==> src/rtl/load_store_unit.sv <==
// load_store_unit
//   Data-memory access stage behind the multicycle control FSM. It takes one
//   load or store per rising edge of the request level, aligns byte lanes,
//   runs the bus handshake (with wait states and an optional timeout), and
//   returns sign/zero-extended load data with done/error status.
//
// Ports
//   clk, rst_n          clock (rising edge), asynchronous active-low reset
//   mem_read            load request level
//   mem_write[3:0]      unshifted store byte mask (0001 SB, 0011 SH, 1111 SW)
//   funct3[2:0]         load width/sign (000 LB, 001 LH, 010 LW, 100 LBU, 101 LHU)
//   addr, store_data    effective address and LSB-justified rs2 value
//   bus_req/we/addr/be/wdata   bus request side, stable until bus_ready
//   bus_ready, bus_rdata       bus response side
//   load_data           extended load result, held until the next completed load
//   done, misaligned, bus_err  one-cycle completion / fault pulses
//   busy                high whenever the unit is not idle
module load_store_unit #(
    parameter int TIMEOUT_CYCLES = 16,
    parameter int ADDR_W         = 32
) (
    input  logic              clk,
    input  logic              rst_n,
    input  logic              mem_read,
    input  logic [3:0]        mem_write,
    input  logic [2:0]        funct3,
    input  logic [ADDR_W-1:0] addr,
    input  logic [31:0]       store_data,
    output logic              bus_req,
    output logic              bus_we,
    output logic [ADDR_W-1:0] bus_addr,
    output logic [3:0]        bus_be,
    output logic [31:0]       bus_wdata,
    input  logic              bus_ready,
    input  logic [31:0]       bus_rdata,
    output logic [31:0]       load_data,
    output logic              done,
    output logic              busy,
    output logic              misaligned,
    output logic              bus_err
);

    localparam logic [1:0] S_IDLE   = 2'd0;
    localparam logic [1:0] S_ACCESS = 2'd1;
    localparam logic [1:0] S_DONE   = 2'd2;

    localparam logic [1:0] SZ_B = 2'd0;
    localparam logic [1:0] SZ_H = 2'd1;
    localparam logic [1:0] SZ_W = 2'd2;

    localparam int              CNT_W   = (TIMEOUT_CYCLES > 1) ? $clog2(TIMEOUT_CYCLES) : 1;
    localparam int              TO_LAST_I = (TIMEOUT_CYCLES > 0) ? TIMEOUT_CYCLES - 1 : 0;
    localparam logic [CNT_W-1:0] TO_LAST = CNT_W'(TO_LAST_I);
    localparam bit              TO_EN   = (TIMEOUT_CYCLES != 0);

    // Pick the addressed byte/halfword out of the read word and extend it.
    function automatic logic [31:0] extend_load(input logic [31:0] word,
                                                input logic [1:0]  off,
                                                input logic [1:0]  size,
                                                input logic        uns);
        logic [31:0] sh;
        sh = word >> {off, 3'b000};
        case (size)
            SZ_B:    extend_load = uns ? {24'b0, sh[7:0]}  : {{24{sh[7]}}, sh[7:0]};
            SZ_H:    extend_load = uns ? {16'b0, sh[15:0]} : {{16{sh[15]}}, sh[15:0]};
            default: extend_load = word;
        endcase
    endfunction

    logic [1:0]        state, state_nxt;
    logic              req, req_prev, accept;
    logic [CNT_W-1:0]  cnt;
    logic              mis_q, err_q;
    logic              to_hit;

    logic              dec_write, dec_uns, dec_mis;
    logic [1:0]        dec_size;
    logic [3:0]        width_mask, dec_be;
    logic [31:0]       dec_wdata;

    logic [ADDR_W-1:0] addr_q;
    logic [3:0]        be_q;
    logic [31:0]       wdata_q;
    logic              we_q, uns_q;
    logic [1:0]        size_q;

    assign req    = mem_read | (|mem_write);
    assign accept = (state == S_IDLE) && req && !req_prev;

    // Request decode; a store mask takes priority over mem_read.
    always_comb begin
        dec_write = |mem_write;
        dec_uns   = 1'b0;
        dec_size  = SZ_W;
        if (dec_write) begin
            if (mem_write[3])      dec_size = SZ_W;
            else if (mem_write[1]) dec_size = SZ_H;
            else                   dec_size = SZ_B;
        end else begin
            case (funct3)
                3'b000, 3'b100: dec_size = SZ_B;
                3'b001, 3'b101: dec_size = SZ_H;
                default:        dec_size = SZ_W;
            endcase
            dec_uns = funct3[2];
        end
        dec_mis = ((dec_size == SZ_H) && addr[0]) ||
                  ((dec_size == SZ_W) && (addr[1:0] != 2'b00));
        case (dec_size)
            SZ_B:    width_mask = 4'b0001;
            SZ_H:    width_mask = 4'b0011;
            default: width_mask = 4'b1111;
        endcase
        dec_be    = width_mask << addr[1:0];
        dec_wdata = store_data << {addr[1:0], 3'b000};
    end

    // Timeout fires on the TIMEOUT_CYCLES-th consecutive ACCESS cycle without ready.
    assign to_hit = TO_EN && !bus_ready && (cnt == TO_LAST);

    always_comb begin
        state_nxt = state;
        case (state)
            S_IDLE:   if (accept) state_nxt = dec_mis ? S_DONE : S_ACCESS;
            S_ACCESS: if (bus_ready || to_hit) state_nxt = S_DONE;
            S_DONE:   state_nxt = S_IDLE;
            default:  state_nxt = S_IDLE;
        endcase
    end

    // Control state: FSM, request edge detect, timeout count, status flags
    always_ff @(posedge clk or negedge rst_n) begin
        if (!rst_n) begin
            state     <= S_IDLE;
            req_prev  <= 1'b0;
            cnt       <= '0;
            mis_q     <= 1'b0;
            err_q     <= 1'b0;
            load_data <= '0;
        end else begin
            state    <= state_nxt;
            req_prev <= req;
            if (accept) begin
                cnt   <= '0;
                mis_q <= dec_mis;
                err_q <= 1'b0;
            end else if (state == S_ACCESS) begin
                if (bus_ready) begin
                    if (!we_q)
                        load_data <= extend_load(bus_rdata, addr_q[1:0], size_q, uns_q);
                end else if (to_hit) begin
                    err_q <= 1'b1;
                end else if (TO_EN) begin
                    cnt <= cnt + 1'b1;
                end
            end
        end
    end

    // Transaction payload captured at accept; only meaningful while busy
    always_ff @(posedge clk) begin
        if (accept) begin
            addr_q  <= addr;
            be_q    <= dec_be;
            wdata_q <= dec_write ? dec_wdata : 32'b0;
            we_q    <= dec_write;
            size_q  <= dec_size;
            uns_q   <= dec_uns;
        end
    end

    // Bus outputs decode straight from state so reset drops them immediately.
    assign bus_req    = (state == S_ACCESS);
    assign bus_we     = bus_req & we_q;
    assign bus_addr   = bus_req ? {addr_q[ADDR_W-1:2], 2'b00} : '0;
    assign bus_be     = bus_req ? be_q : 4'b0;
    assign bus_wdata  = bus_req ? wdata_q : 32'b0;
    assign done       = (state == S_DONE);
    assign misaligned = done & mis_q;
    assign bus_err    = done & err_q;
    assign busy       = (state != S_IDLE);

endmodule

==> config.mk <==
export PLATFORM = sky130hd
export DESIGN_NAME = load_store_unit
export DESIGN_NICKNAME = d
export VERILOG_FILES = /design/src/rtl/load_store_unit.sv
export SDC_FILE = /design/constraint.sdc
export NUM_CORES = 1
export LEC_CHECK = 0
export CAP_MARGIN = 20
export CORE_UTILIZATION = 60
export CTS_CLUSTER_DIAMETER = 100
export DETAILED_ROUTE_END_ITERATION = 10
export DONT_BUFFER_PORTS = 1
export MAX_ROUTING_LAYER = met4
export PLACE_DENSITY = 0.87
export SLEW_MARGIN = 30
export SYNTH_ARGS = -nofsm -noshare
export SYNTH_HDL_FRONTEND = slang
export SYNTH_SLANG_ARGS = --single-unit
==> constraint.sdc <==
create_clock -name clk -period 8.6 [get_ports clk]
set_clock_uncertainty 0.15 [all_clocks]
set_input_delay 1.29 -clock clk [delete_from_list [all_inputs] [get_ports clk]]
set_output_delay 1.29 -clock clk [all_outputs]
set_load 0.02 [all_outputs]
### After elaboration in Yosys (flattened, before gate mapping)

Index checks and enable logic that the tools add are counted.

| storage, ports and cells | value |
|---|---|
| output and inout bits | 106 |
| bits in registers | 113 |
| bits of input ports | 107 |
| word-level logic and storage cells | 82 |

| cells by class | value |
|---|---|
| shift-type cells | 3 |
| $add $sub $neg | 1 |
| equal/unequal tests | 13 |
| reductions and logical operators | 24 |
| mux-type cells | 23 |
| bitwise operators | 6 |

Operator list:

| kind | number |
|---|---|
| 2-to-1 mux 32 bit | 4 |
| one-hot mux 32 bit (2 select lines) | 1 |
| << shifter 32 x 5 -> 32 bit | 1 |
| right shift 32 x 5 -> 16 bit | 1 |
| 2-to-1 mux 4 bit | 5 |
| 2-to-1 mux 2 bit | 5 |
| one-hot mux 2 bit (2 select lines) | 2 |
| one-hot mux 4 bit (2 select lines) | 1 |
| nonzero test 2 bit | 4 |
| equality test 2 x 1 -> 1 bit (second input constant) | 3 |
| equality test 3 bit (second input constant) | 2 |
| zero test 2 bit | 3 |
| AND reduction 3 bit | 2 |
| logical AND 1 bit | 5 |
| 2-to-1 mux 1 bit | 5 |
| adder 4 x 1 -> 4 bit (second input constant) | 1 |
| equality test 2 bit (second input constant) | 2 |
| equality test 4 bit (second input constant) | 1 |
| != test 2 x 1 -> 1 bit (second input constant) | 2 |
| != test 2 bit (second input constant) | 2 |
| AND reduction 4 bit | 1 |
| OR reduction 2 bit | 2 |
| OR reduction 4 bit | 1 |
| << shifter 4 x 2 -> 4 bit | 1 |
| 8 further kinds | 13 |

### Depth between registers and ports, before layout

| logic depth | value |
|---|---|
| depth in word-level cells | 10 |
| gate-level depth with buffers | 6 |
| depth with buffers taken out | 5 |

### Least setup slack after synthesis

Ideal clock, no wire load.

| path | value |
|---|---|
| kind | input to register |
| from | input mem_read |
| to | register mis_q |
| arrival time | 3.799 ns |
| cell stages on the path | 3 |
| library setup time | 0.126 ns |
| slack | 4.525 ns |
| buffers on the path | 0 |
| data required time | 8.324 ns |
| cells stage by stage | inv_1 -> a211oi_4 -> mux2_4 |

| on the way | value |
|---|---|
| longest elaborated chain between the ends | 3 |

RTL lines:

| what | line | text |
|---|---|---|
| start, declared | 24 | `input logic mem_read,` |
| bitwise OR 1 bit | 87 | `assign req = mem_read \| (\|mem_write);` |
| logical AND 1 bit (2 in a row) | 88 | `assign accept = (state == S_IDLE) && req && !req_prev;` |
| net accept | 71 | `logic req, req_prev, accept;` |
| end signal, assigned | 145 | `mis_q <= dec_mis;` |
| end, declared | 73 | `logic mis_q, err_q;` |

The timed path passes the listed nets, and every way through them passes these cells.
A chain may end at the register's enable or synchronous reset.

### Final worst setup path

| path | value |
|---|---|
| from | register state[1] |
| to | output bus_be[0] |

| on the way | value |
|---|---|
| longest elaborated chain between the ends | 2 |

RTL lines:

| what | line | text |
|---|---|---|
| start, declared | 70 | `logic [1:0] state, state_nxt;` |
| start signal, assigned | 141 | `state <= state_nxt;` |
| equality test 2 x 1 -> 1 bit | 173 | `assign bus_req = (state == S_ACCESS);` |
| net bus_req | 29 | `output logic bus_req,` |
| 2-to-1 mux 4 bit | 176 | `assign bus_be = bus_req ? be_q : 4'b0;` |
| end, declared | 32 | `output logic [3:0] bus_be,` |

The timed path passes the listed nets, and every way through them passes these cells.

==> run_results.csv <==
group,metric,value,unit
sta,setup_tns,0,ns
final_layout,drive_above_1_share,0.106,
placed_design,io_buffers,0,
drt,drt_iter0_drc,150,
synthesis,syn_inst,516,
drt,vias,3798,
sta,fmax,280,MHz
worst_setup_path,critical_path.top_delay_family,"buffers and inverters",
drt,first_pass_iters,5,
sta,min_period,3.57,ns
final_layout,utilization,0.698,
clock_tree,cts_buffers,17,
worst_setup_path,cp-end-kind,"output pin",
worst_setup_path,start_kind,"register",
global_route,grt_overflow_total,0,
placed_design,hpwl,8510,microns
worst_setup_path,required,7.16,ns
synthesis,synth_area_leaders,"edfxtp_1, dfrtp_1, and2_1",
synthesis,yosys_warnings,0,
synthesis,synth_most_common_cell,"and2_1",
global_route,grt_pass1_vias,3811,
worst_setup_path,r2r_cells,4,
synthesis,ys_async_sr_fraction,0.363,
drt,wirelength,12100,microns
placed_design,finalWeightedCongestion,0.844,
global_route,grt_antenna_before_repair,1,
synthesis,synth_top_area_cell,"edfxtp_1",
worst_setup_path,timing.critical_path.buf_inv,2,
floorplanning,die_h,98.8,microns
power_and_ir_drop,powerDensity,230,nW/um^2
job,max_cap_viol_count,0,
floorplanning,coreArea,8890,sq um
clock_tree,cts_resized,0,
synthesis,synth-seq-cells,113,
synthesis,synth_common_cells,"and2_1, edfxtp_1, nor2_1, dfrtp_1, nand3_1",
final_layout,nets,612,
clock_tree,clk_pin_slew_worst_paths,0.06,ns
sta,hold_violations,0,
synthesis,syn_area_per_cell,10.9,sq um
worst_setup_path,crit_path_top_delay_cell,"buf_4",
min_path,min_path_type,"in -> async",
drt,avgViaCountPerCell,6.07,
clock_tree,hold_buffers,0,
floorplanning,initial_core_util,0.632,
clock_tree,cts.sinks,113,
worst_setup_path,crit_cells,4,
synthesis,yosysUniqueCellTypes,56,
run_status,status,"finished, final reports clean",
synthesis,netlist_area,5620,sq um
sta,rsz0062_at_grt,"no",
worst_setup_path,cp_max_fo,62,
floorplanning,rows,34,
worst_setup_path,slowest_delay,0.44,ns
synthesis,synth_top_area_share,0.385,
synthesis,synth_edf_count,72,
synthesis,seq_area_frac_synth,0.567,
worst_setup_path,crit_chain,"nand2b_2, inv_1, buf_4, and2_1",
clock_tree,tritoncts,"done",
floorplanning,ioPinCount,213,
clock_tree,clk_latency,0.50,ns
power_and_ir_drop,vdd_drop_max,0.132,mV
worst_setup_path,crit_type,"reg -> out",
drt,ant_nets,0,
sta,setup_viol,0,
clock_tree,htree_levels,4,
clock_tree,cts.path.max_buffers,2,
clock_tree,root_buffer,"clkbuf_8",
worst_setup_path,worstPathArrival,2.13,ns
sta,slew_violations,0,
synthesis,synthFlopType,"edfxtp_1",
final_layout,area_delta_synth_final,10.4,%
global_route,grt_usage,0.263,
floorplanning,dieArea,9760,sq um
sta,worst_pin_slew,0.935,ns
sta,slew-limit-headroom,0.376,
drt,drc,0,
global_route,grt_pass1_wl,18900,microns
drt,wl_per_cell,19.3,microns
clock_tree,postCtsSetupRepairBufs,0,
power_and_ir_drop,p_leak,2.49,nW
global_route,grt_max_degree,75,
sta,post-route-period-util,0.416,
floorplanning,die_w,98.8,microns
-- worst paths after layout --
| kind | startpoint | to | slack, ns |
|---|---|---|---|
| min in group clk | err_q | err_q | 0.39 |
| max | state[1] | bus_be[0] | 5.03 |
| min reg2reg | err_q | err_q | 0.39 |
| max reg2reg | state[0] | mis_q | 6.10 |
| max in group asynchronous | rst_n | cnt[0] | 7.89 |
| min | rst_n | load_data[16] | 0.32 |
-- cell type report --
class,count,area (sq um)
antenna,1,2.50
clock inverter,9,133
multi-input combinational,354,2200
clock buffer,23,457
fill,624,2690
tap,108,135
sequential,113,3190
timing repair buffer,5,41.3
inverter,13,48.8
-- sequential cells by signal (all words and copies together), names as in the netlist --
signal     flops
err_q          1
mis_q          1
req_prev       1
state          2
uns_q          1
size_q         2
wdata_q       32
be_q           4
load_data     32
addr_q        32
we_q           1
cnt            4
-- cell usage in the layout (no fill, tap or decap), types with 2 or more instances in the layout --
cell type / instances
o21ai_0: 9
mux2i_1: 23
nand2_1: 32
xnor2_1: 2
a211oi_1: 16
clkbuf_16: 16
dfrtp_1: 41
nor2b_1: 10
a21o_1: 7
buf_4: 4
nand3_1: 37
inv_1: 12
nand2b_1: 10
clkbuf_8: 3
edfxtp_1: 72
nor2_2: 2
and2_1: 78
clkbuf_1: 4
o221ai_1: 7
clkinv_4: 2
clkinv_2: 2
bufinv_16: 3
clkinvlp_4: 2
a21oi_1: 28
nand3b_1: 2
nor2_1: 48
conb_1: 2
a21oi_2: 3
a31oi_1: 6
nor4b_1: 2
a211oi_2: 2
-- cells by family (layout without fill, tap and decap cells) --
kind of cell | after synthesis | after routing | synth area share
AOI/OAI and AO/OA | 89 | 89 | 0.110
xor gates and xnor gates | 3 | 3 | 0.00468
adders and majority gates | 1 | 1 | 0.00223
buffers and inverters | 50 | 50 | 0.0419
DFF | 113 | 113 | 0.567
muxes | 24 | 24 | 0.0436
other | 1 | 3 | 0.000667
and+or+nand+nor | 235 | 235 | 0.230
-- per-stage QoR --
| stage | total power, mW | area [sq um] | hold WS, ns | worst slack [ns] | instances |
|---|---|---|---|---|---|
| after CTS | 1.43 | 6190 | 0.304 | 5.00 | 624 |
| after floorplan | 0.737 | 5620 | 0.304 | 4.53 | 517 |
| after global routing | 1.48 | 6210 | 0.296 | 4.85 | 626 |
| after global placement | 0.745 | 5600 | 0.345 | 5.30 | 592 |
| final | 1.43 | 6210 | 0.323 | 5.03 | 626 |
| after detailed placement | 0.750 | 5600 | 0.371 | 5.24 | 592 |
-- per-layer routing --
layer / GRT usage / routed length (microns) / vias up
li1: - / - / 1785
met3: 0.0993 / 1130 / 26
met4: 0.101 / 269 / 0
met2: 0.433 / 6140 / 189
met5: - / 0 / -
met1: 0.289 / 4540 / 1798
-- where the power goes --
part / leakage (nW) / switching (mW) / total [mW] / internal (mW)
clock network: 0.282 / 0.235 / 0.691 / 0.456
logic: 1.02 / 0.0469 / 0.0828 / 0.0359
registers: 1.19 / 0.0457 / 0.657 / 0.611
(Power assumes the default switching activity.)
